## config.mk

```make
export PLATFORM = sky130hd
export DESIGN_NAME = mk14_key_arbiter
export DESIGN_NICKNAME = d
export VERILOG_FILES = /design/src/rtl/mk14_key_arbiter.sv
export SDC_FILE = /design/constraint.sdc
export NUM_CORES = 1
export LEC_CHECK = 0
export ABC_AREA = 1
export ABC_CLOCK_PERIOD_IN_PS = 2800
export CAP_MARGIN = 0
export CORE_UTILIZATION = 56
export CTS_CLUSTER_DIAMETER = 100
export DETAILED_ROUTE_END_ITERATION = 6
export HOLD_SLACK_MARGIN = 0.08
export PLACE_DENSITY = 0.79
export SLEW_MARGIN = 0
export SYNTH_ARGS = -nofsm -noshare
export SYNTH_HDL_FRONTEND = slang
export SYNTH_SLANG_ARGS = --single-unit
```

## constraint.sdc

```tcl
create_clock -name clk -period 2.8 [get_ports clk]
set_input_delay 0.7 -clock clk [delete_from_list [all_inputs] [get_ports clk]]
set_output_delay 0.7 -clock clk [all_outputs]
set_load 0.02 [all_outputs]
```

## src/rtl/mk14_key_arbiter.sv

```systemverilog
// mk14_key_arbiter
//
// Merges key events from the LED&KEY front-panel scanner and the IR remote
// decoder into one stream of timed keypad presses for mk14_soc. Accepted
// events are queued in a small FIFO. Each queued event is replayed as:
//   - a press (btn_dn high for HOLD_CYCLES cycles),
//   - a one-cycle release pulse (btn_up),
//   - an idle gap of GAP_CYCLES cycles,
// so the SCIOS keyboard scan reliably sees every key.
//
// Parameters:
//   HOLD_CYCLES  cycles btn_dn is held per press (>= 1)
//   GAP_CYCLES   idle cycles after the release pulse (>= 0)
//   FIFO_DEPTH   queued events, power of two, >= 2
//
// Ports:
//   clk          system clock, rising edge
//   rst          asynchronous active-high reset, clears all state
//   panel_valid  front-panel event offered
//   panel_addr   panel keypad row address
//   panel_bit    panel keypad column bit
//   panel_ready  panel event accepted on this edge when high with panel_valid
//   ir_valid     IR event offered
//   ir_addr      IR keypad row address
//   ir_bit       IR keypad column bit
//   ir_ready     IR event accepted on this edge when high with ir_valid
//   btn_dn       level, high for the whole press
//   btn_up       one-cycle release pulse
//   btn_addr     row address of the current key
//   btn_bit      column bit of the current key
//   busy         FSM not idle or FIFO non-empty
module mk14_key_arbiter #(
  parameter int HOLD_CYCLES = 2250,
  parameter int GAP_CYCLES  = 1000,
  parameter int FIFO_DEPTH  = 4
) (
  input  logic       clk,
  input  logic       rst,
  input  logic       panel_valid,
  input  logic [2:0] panel_addr,
  input  logic [2:0] panel_bit,
  output logic       panel_ready,
  input  logic       ir_valid,
  input  logic [2:0] ir_addr,
  input  logic [2:0] ir_bit,
  output logic       ir_ready,
  output logic       btn_dn,
  output logic       btn_up,
  output logic [2:0] btn_addr,
  output logic [2:0] btn_bit,
  output logic       busy
);

  localparam int MAX_CYCLES = (HOLD_CYCLES > GAP_CYCLES) ? HOLD_CYCLES : GAP_CYCLES;
  localparam int CTR_W      = $clog2(MAX_CYCLES + 1);
  localparam int PTR_W      = $clog2(FIFO_DEPTH);
  localparam int CNT_W      = PTR_W + 1;

  localparam logic [CTR_W-1:0] HOLD_LOAD = CTR_W'(HOLD_CYCLES - 1);
  // With no gap the GAP state is never entered, so the load value is unused.
  localparam logic [CTR_W-1:0] GAP_LOAD  = CTR_W'((GAP_CYCLES > 0) ? GAP_CYCLES - 1 : 0);
  localparam logic [CNT_W-1:0] DEPTH_CNT = CNT_W'(FIFO_DEPTH);

  typedef enum logic [1:0] {
    ST_IDLE,
    ST_PRESS,
    ST_RELEASE,
    ST_GAP
  } state_t;

  state_t           state;
  state_t           next_state;
  logic [CTR_W-1:0] ctr;
  logic [CTR_W-1:0] next_ctr;

  logic             last_grant_ir;
  logic             grant_panel;
  logic             grant_ir;
  logic             full;
  logic             empty;
  logic             push;
  logic             pop;
  logic [5:0]       push_data;
  logic [5:0]       head;

  logic [5:0]       mem [FIFO_DEPTH];
  logic [PTR_W-1:0] wr_ptr;
  logic [PTR_W-1:0] rd_ptr;
  logic [CNT_W-1:0] count;

  // Round-robin on ties: the panel wins a tie only if IR took the last grant.
  // Readiness never looks at a same-cycle pop, so a full FIFO blocks both
  // requesters even while the FSM is draining an entry.
  always_comb begin
    grant_panel = panel_valid && (!ir_valid || last_grant_ir);
    grant_ir    = ir_valid && !grant_panel;
    full        = (count == DEPTH_CNT);
    empty       = (count == '0);
    panel_ready = !full && grant_panel;
    ir_ready    = !full && grant_ir;
    push        = (panel_valid && panel_ready) || (ir_valid && ir_ready);
    push_data   = grant_panel ? {panel_addr, panel_bit} : {ir_addr, ir_bit};
  end

  // The tie-break memory only moves on an accepted handshake.
  always_ff @(posedge clk or posedge rst) begin
    if (rst) begin
      last_grant_ir <= 1'b1;
    end else if (push) begin
      last_grant_ir <= grant_ir;
    end
  end

  assign head = mem[rd_ptr];
  assign pop  = (state == ST_IDLE) && !empty;

  // Storage is not reset; count and pointers alone define what is valid.
  always_ff @(posedge clk) begin
    if (push) begin
      mem[wr_ptr] <= push_data;
    end
  end

  // Pointers wrap naturally because the depth is a power of two.
  always_ff @(posedge clk or posedge rst) begin
    if (rst) begin
      wr_ptr <= '0;
      rd_ptr <= '0;
      count  <= '0;
    end else begin
      if (push) begin
        wr_ptr <= wr_ptr + PTR_W'(1);
      end
      if (pop) begin
        rd_ptr <= rd_ptr + PTR_W'(1);
      end
      case ({push, pop})
        2'b10:   count <= count + CNT_W'(1);
        2'b01:   count <= count - CNT_W'(1);
        default: count <= count;
      endcase
    end
  end

  // Press sequencer. The counter is loaded with N-1 on entry and the state
  // exits on the cycle it reads zero, giving exactly N cycles per state.
  always_comb begin
    next_state = state;
    next_ctr   = ctr;
    case (state)
      ST_IDLE: begin
        if (!empty) begin
          next_state = ST_PRESS;
          next_ctr   = HOLD_LOAD;
        end
      end
      ST_PRESS: begin
        if (ctr == '0) begin
          next_state = ST_RELEASE;
        end else begin
          next_ctr = ctr - CTR_W'(1);
        end
      end
      ST_RELEASE: begin
        if (GAP_CYCLES == 0) begin
          next_state = ST_IDLE;
        end else begin
          next_state = ST_GAP;
          next_ctr   = GAP_LOAD;
        end
      end
      ST_GAP: begin
        if (ctr == '0) begin
          next_state = ST_IDLE;
        end else begin
          next_ctr = ctr - CTR_W'(1);
        end
      end
      default: begin
        next_state = ST_IDLE;
      end
    endcase
  end

  // btn_dn/btn_up are decoded from the next state into flops so that they
  // are glitch-free and can never be high together. The key code is only
  // captured on the IDLE->PRESS edge and is held otherwise.
  always_ff @(posedge clk or posedge rst) begin
    if (rst) begin
      state    <= ST_IDLE;
      ctr      <= '0;
      btn_dn   <= 1'b0;
      btn_up   <= 1'b0;
      btn_addr <= 3'd0;
      btn_bit  <= 3'd0;
    end else begin
      state  <= next_state;
      ctr    <= next_ctr;
      btn_dn <= (next_state == ST_PRESS);
      btn_up <= (next_state == ST_RELEASE);
      if (pop) begin
        {btn_addr, btn_bit} <= head;
      end
    end
  end

  assign busy = (state != ST_IDLE) || !empty;

endmodule

```

==> impl_results.md, run 1 <==
* Fin crit share at 0.9283
* Starting Density at 0.5907
* Worst slew pin tran at 0.6344 ns
* Finish-stage setup viols at 0
* DIE AREA at 4933 sq um
* CP Cell Sequence: clkdlybuf4s50_1 > inv_1 > o21a_1 > inv_1 > nand2_1 > inv_1 > dlygate4sd2_1
* Clock transition at path regs at ~0.1 ns
* Layout Nets at 340
* Most common cell in the netlist: nor2_1
* Seq cells post-synth at 54
* Core area at 4414 sq um
* Max Clock Freq at 384.7 MHz
* Slew margin rel. at 0.5771
* Final non-filler cell area at 3059 sq um
* DRT iter0 DRCs at 72
* Post-detailed-route count of antenna-violating nets at 0
* Critical path type: input pin to output port
* DRT Pass-1 Iters at 4
* Post-Syn Area per Cell at between 9 and 10 sq um
* Place WS at -0.07081 ns
* Post-synth EDFFs at 24
* Layout Utilization at 0.6930
* Die X at 70.24 um
* Sequential area share after synthesis at 0.5648
* Critical path's top delay family: buffers and inverters
* Ys async rst share at 0.5556
* Static Leak at ~1.4 nW
* Initial antenna violation count at 0
* Yosys top cell area share at 0.2783
* Worst skew pair latency at 0.31 ns
* Critical path buffers and inverters at 5
* CTS tree: built
* Crit path arrival time at 1.90 ns
* Clock tree buffer depth at 2
* Max Cap Viol at 0
* Status: completed
* I/O Buffers at 26
* Detailed-route wire length at 4874 um
* Power, Total at 0.001992 W
* CP max-delay cell: clkdlybuf4s50_1
* CP Launch Type: input pin
* Top-Level Pins at 27
* Crit-path most repeated cell: inv_1
* VDD IR max at 0.5260 mV
* Setup WS post-layout at 0.2009 ns
* Ranking of synthesized cells by area: dfrtp_1 (28%), edfxtp_1 (28%), nor2_1 (7.5%)
* Slew Limit Fails at 0
* GP Congestion at 0.8073
* Worst Setup End Kind: output port
* Required time worst endpoint at 2.10 ns
* CTS root buffer: clkbuf_8
* Share of post-route cells with drive strength above 1 at 0.1101
* Main synth FF type: dfrtp_1
* Critical path's largest stage delay at ~0.47 ns
* Clock sink total at 54
* Final Hold Fails at 0
* DIE HEIGHT at approximately 70 um
* Internal reg-to-reg setup slack at 0.66 ns
* TNS Setup at 0 ns
* RSZ-0062 raised after global routing: no
* P per Cell Area at roughly 650 nW/um^2
* Wire length per cell at 13.17 um
* DRC at 0
* Final critical-path required period at around 2.6 ns
* Synth warnings at 0
* Vias in the first global route at 1,911
* First-pass GRT wire length at ~8500 um
* Library cells used by synthesis at 28
* Syn Inst Count at approximately 280
* Mapped Area at 2608 sq um
* Via count at between 1,500 and 2,000
* GRT overflow at 0
* Cell taking the most area after synthesis: dfrtp_1
* H-tree depth at 2
* Hold_buf cts at 0
* Hold WC Path Type: register to register
* Crit Path Max Fanout at 3
* Num CTS Buffers at 5
* Diodes inserted at 0
* Vias/cell at 5.146
* Largest net degree at the start of global routing at 31
* Worst clock skew at 0.009756 ns
* HPWL Detailed at 3600 um
* Total nets after synthesis at 306
* GRT Total Usage at 0.2243
* Synth-to-layout area growth at 17.32%
* Number of core rows at 24
* Post-synth top cells: nor2_1 (52), nand2_1 (49), inv_1 (34)
* Post-place instance area at 2942 sq um
## routing by layer
layer  wire length [um]  global-route usage  vias up
met2               2498              0.3989       36
met3                153             0.04906        5
met1               2152              0.2678      888
met5                  0                   0        -
li1                   -                   -      975
met4                 70             0.07333        0
## sequential cells by signal (all words and copies together) (netlist names)
name,flops
ctr,12
last_grant_ir,1
btn_dn,1
btn_up,1
btn_bit,3
btn_addr,3
count,3
rd_ptr,2
wr_ptr,2
mem,24
state,2
## repair_timing
action	CTS	global route
setup buffers	0	0
gates resized for setup	1	1
endpoints found under the setup margin	1	1
cloned	0	0
## report_power, final
| part | internal [W] | total, W | switching, W |
|---|---|---|---|
| logic | 0.000147 | 0.000387 | 0.000240 |
| registers | 0.00101 | 0.00106 | 0.0000529 |
| clock network | 0.000273 | 0.000543 | 0.000270 |
## metrics by stage
stage	hold WS, ns	std cells
CTS	0.4751	370
global placement	0.4569	362
global route	0.5122	370
detailed placement	0.4579	362
floorplan	0.4375	283
finish	0.4747	370
## cells in the final DEF, fill, tap and decap left out, drive strengths merged, types with 5 or more instances in the layout
| master | n |
|---|---|
| a21oi | 5 |
| a31oi | 6 |
| buf | 7 |
| clkbuf | 5 |
| clkdlybuf4s50 | 24 |
| dfrtp | 29 |
| edfxtp | 24 |
| ha | 6 |
| inv | 39 |
| nand2 | 54 |
| nand3 | 14 |
| nor2 | 58 |
| o21ai | 31 |
| xor2 | 5 |
## cell type report
class	count	area, sq um
timing repair buffer	33	314.1
sequential	54	1473
inverter	37	138.9
clock inverter	3	47.55
fill	354	1355
tap	52	65.06
clock buffer	5	68.82
multi-input combinational	186	952.2
## final timing paths
kind / start / to / cells after the start
min in group asynchronous: rst / count[1] / 3
setup / recovery: ir_valid / ir_ready / 7
hold / removal: count[0] / count[0] / 1
max in group asynchronous: rst / last_grant_ir / 3
setup reg to reg: state[1] / count[2] / 9
hold reg to reg: count[0] / count[0] / 1
## kinds of logic after synthesis
group,after synthesis,synth area share
AO/OA/AOI/OAI,44,0.09693
XOR/XNOR,7,0.02351
adder cells (fa/ha/maj),7,0.03647
buffers and inverters,43,0.07006
flip-flops,54,0.5648
AND/OR/NAND/NOR,128,0.2083
Note: power is estimated with default switching activity, not from simulation.
==> inputs of run 2 (changes only) <==
CTS_BUF_LIST = sky130_fd_sc_hd__clkbuf_16   (was unset)
==> impl_results.md, run 2 (same netlist as run 1, synthesis figures left out) <==
* Via count at 1,908 (was 1,904)
* Max Cap Viol at 0 (unchanged)
* Critical path's top delay family: buffers and inverters (unchanged)
* FF-to-FF End: count[2] (unchanged)
* Core area at 4414 sq um (unchanged)
* Final Hold Fails at 0 (unchanged)
* Reg2Reg Depth at 9 (unchanged)
* Critical path's largest stage delay at 0.48 ns (was 0.47 ns)
* Most flops, register: mem (unchanged)
* DIE AREA at 4933 sq um (unchanged)
* Initial antenna violation count at 0 (unchanged)
* Slew Limit Fails at 0 (unchanged)
* Power, Total at 0.002163 W (was 0.001992 W)
* Commonest non-fill, non-tap cell in the layout: nor2_1 (unchanged)
* CP max-delay cell: clkdlybuf4s50_1 (unchanged)
* Slew margin rel. at 0.5822 (was 0.5771)
* VDD IR max at 0.5209 mV (was 0.5260 mV)
* Diodes inserted at 0 (unchanged)
* Worst slew pin tran at 0.6268 ns (was 0.6344 ns)
* Worst Setup End Kind: output port (unchanged)
* Hold WC Path Type: register to register (unchanged)
* Vias/cell at 5.157 (was 5.146)
* Synth-to-layout area growth at 19.48% (was 17.32%)
* DRC at 0 (unchanged)
* Critical path type: input pin to output port (unchanged)
* Fin crit share at 0.9286 (was 0.9283)
* CP endpoint: ir_ready (unchanged)
* I/O Buffers at 26 (unchanged)
* Share of post-route cells with drive strength above 1 at 0.1101 (unchanged)
* GP Congestion at 0.8073 (unchanged)
* DRT Pass-1 Iters at 5 (was 4)
* P per Cell Area at 694.4 nW/um^2 (was 651.0 nW/um^2)
* Status: completed (unchanged)
* Crit Path Max Fanout at 3 (unchanged)
* HPWL Detailed at 3600 um (unchanged)
* Crit path arrival time at 1.90 ns (about the same)
* Critical path buffers and inverters at 5 (unchanged)
* CTS tree: built (unchanged)
* Most frequent cells in the layout: nor2_1 (52), nand2_1 (49), inv_1 (34) (unchanged)
* Layout Nets at 340 (unchanged)
* Die X at 70.24 um (unchanged)
* Worst skew pair latency at 0.29 ns (was 0.31 ns)
* DRT iter0 DRCs at 79 (was 72)
* CTS root buffer: clkbuf_16 (was clkbuf_8)
* Hold_buf cts at 0 (unchanged)
* Internal reg-to-reg setup slack at 0.66 ns (about the same)
* Max Clock Freq at 384.6 MHz (was 384.7 MHz)
* Finish-stage setup viols at 0 (unchanged)
* First-pass GRT wire length at 8590 um (was 8535 um)
* CP Launch Type: input pin (unchanged)
* Post-detailed-route count of antenna-violating nets at 0 (unchanged)
* TNS Setup at 0 ns (unchanged)
* Crit-path most repeated cell: inv_1 (unchanged)
* Clock sink total at 54 (unchanged)
* Crit. Startpoint: ir_valid (unchanged)
* Largest net degree at the start of global routing at 31 (unchanged)
* Static Leak at 1.384 nW (was 1.358 nW)
* GRT Total Usage at 0.2261 (was 0.2243)
* Starting Density at 0.5907 (unchanged)
* Worst clock skew at 0.007994 ns (was 0.009756 ns)
* Required time worst endpoint at 2.10 ns (about the same)
* Clock transition at path regs at 0.07 ns (was 0.10 ns)
* WHS Path Cells at 1 (unchanged)
* Top Registers: mem: 24 flops, ctr: 12 flops (unchanged)
* Vias in the first global route at 1,901 (was 1,911)
* Top-Level Pins at 27 (unchanged)
* Final non-filler cell area at 3115 sq um (was 3059 sq um)
* Detailed-route wire length at 4923 um (was 4874 um)
* WP depth at 7 (unchanged)
* H-tree depth at 2 (unchanged)
* Number of core rows at 24 (unchanged)
* FF-to-FF Start: state[1] (unchanged)
* Num CTS Buffers at 5 (unchanged)
* DIE HEIGHT at 70.24 um (unchanged)
* Largest register FFs at 24 (unchanged)
* Wire length per cell at 13.31 um (was 13.17 um)
* Post-place instance area at 2942 sq um (unchanged)
* Final critical-path required period at 2.600 ns (was 2.599 ns)
* CP Cell Sequence: clkdlybuf4s50_1 > inv_1 > o21a_1 > inv_1 > nand2_1 > inv_1 > dlygate4sd2_1 (unchanged)
* RSZ-0062 raised after global routing: no (unchanged)
* GRT overflow at 0 (unchanged)
* Clock tree buffer depth at 2 (unchanged)
[run 2: per-layer routing]
layer | GRT usage | up-vias | part of all wire | wire, um
li1 | - | 976 | - | -
met1 | 0.2685 | 887 | 0.43 | 2117
met2 | 0.4042 | 40 | 0.53 | 2587
met3 | 0.04906 | 5 | 0.030 | 147
met4 | 0.07333 | 0 | 0.014 | 70
met5 | 0 | - | 0 | 0
[run 2: layout make-up]
type                    instances  area (sq um)
well taps                      52         65.06
fillers                       343          1299
multi-input cells             186         952.2
repair buffers                 33         314.1
flip-flops and latches         54          1473
clock inverters                 3         47.55
inverters                      37         138.9
clock buffers                   5         125.1
[run 2: worst min path at each step]
| stage | from | endpoint | slack, ns |
|---|---|---|---|
| after floorplan | count[0] | count[0] | 0.44 |
| after global placement | count[0] | count[0] | 0.46 |
| after detailed placement | count[0] | count[0] | 0.46 |
| after CTS | count[0] | count[0] | 0.47 |
| after global routing | count[0] | count[0] | 0.51 |
| final | count[0] | count[0] | 0.47 |
[run 2: repair_timing]
item                                    4_1_cts  5_1_grt
resized for setup                             1        1
endpoints found under the setup margin        1        1
buffers inserted                              0        0
[run 2: through the flow]
stage	util	hold slack, ns	std cells	worst slack (ns)
finish	0.7058	0.4693	370	0.1998
CTS	0.7052	0.4709	370	0.0002660
global route	0.7058	0.5073	370	0.1203
global placement	0.6664	0.4569	362	-0.03749
detailed placement	0.6664	0.4579	362	-0.07081
floorplan	-	0.4375	283	0.4700
[run 2: power breakdown]
group	switching [W]	internal, W	total [W]
Sequential	0.0000543	0.00101	0.00106
Combinational	0.000238	0.000146	0.000385
Clock	0.000286	0.000428	0.000715
Total	0.000579	0.00158	0.00216
==> inputs of run 3 (changes only) <==
HOLD_SLACK_MARGIN = unset   (was 0.08)
==> results of run 3 <==
No change in the layout: final DEF, timing and power equal those of run 2.
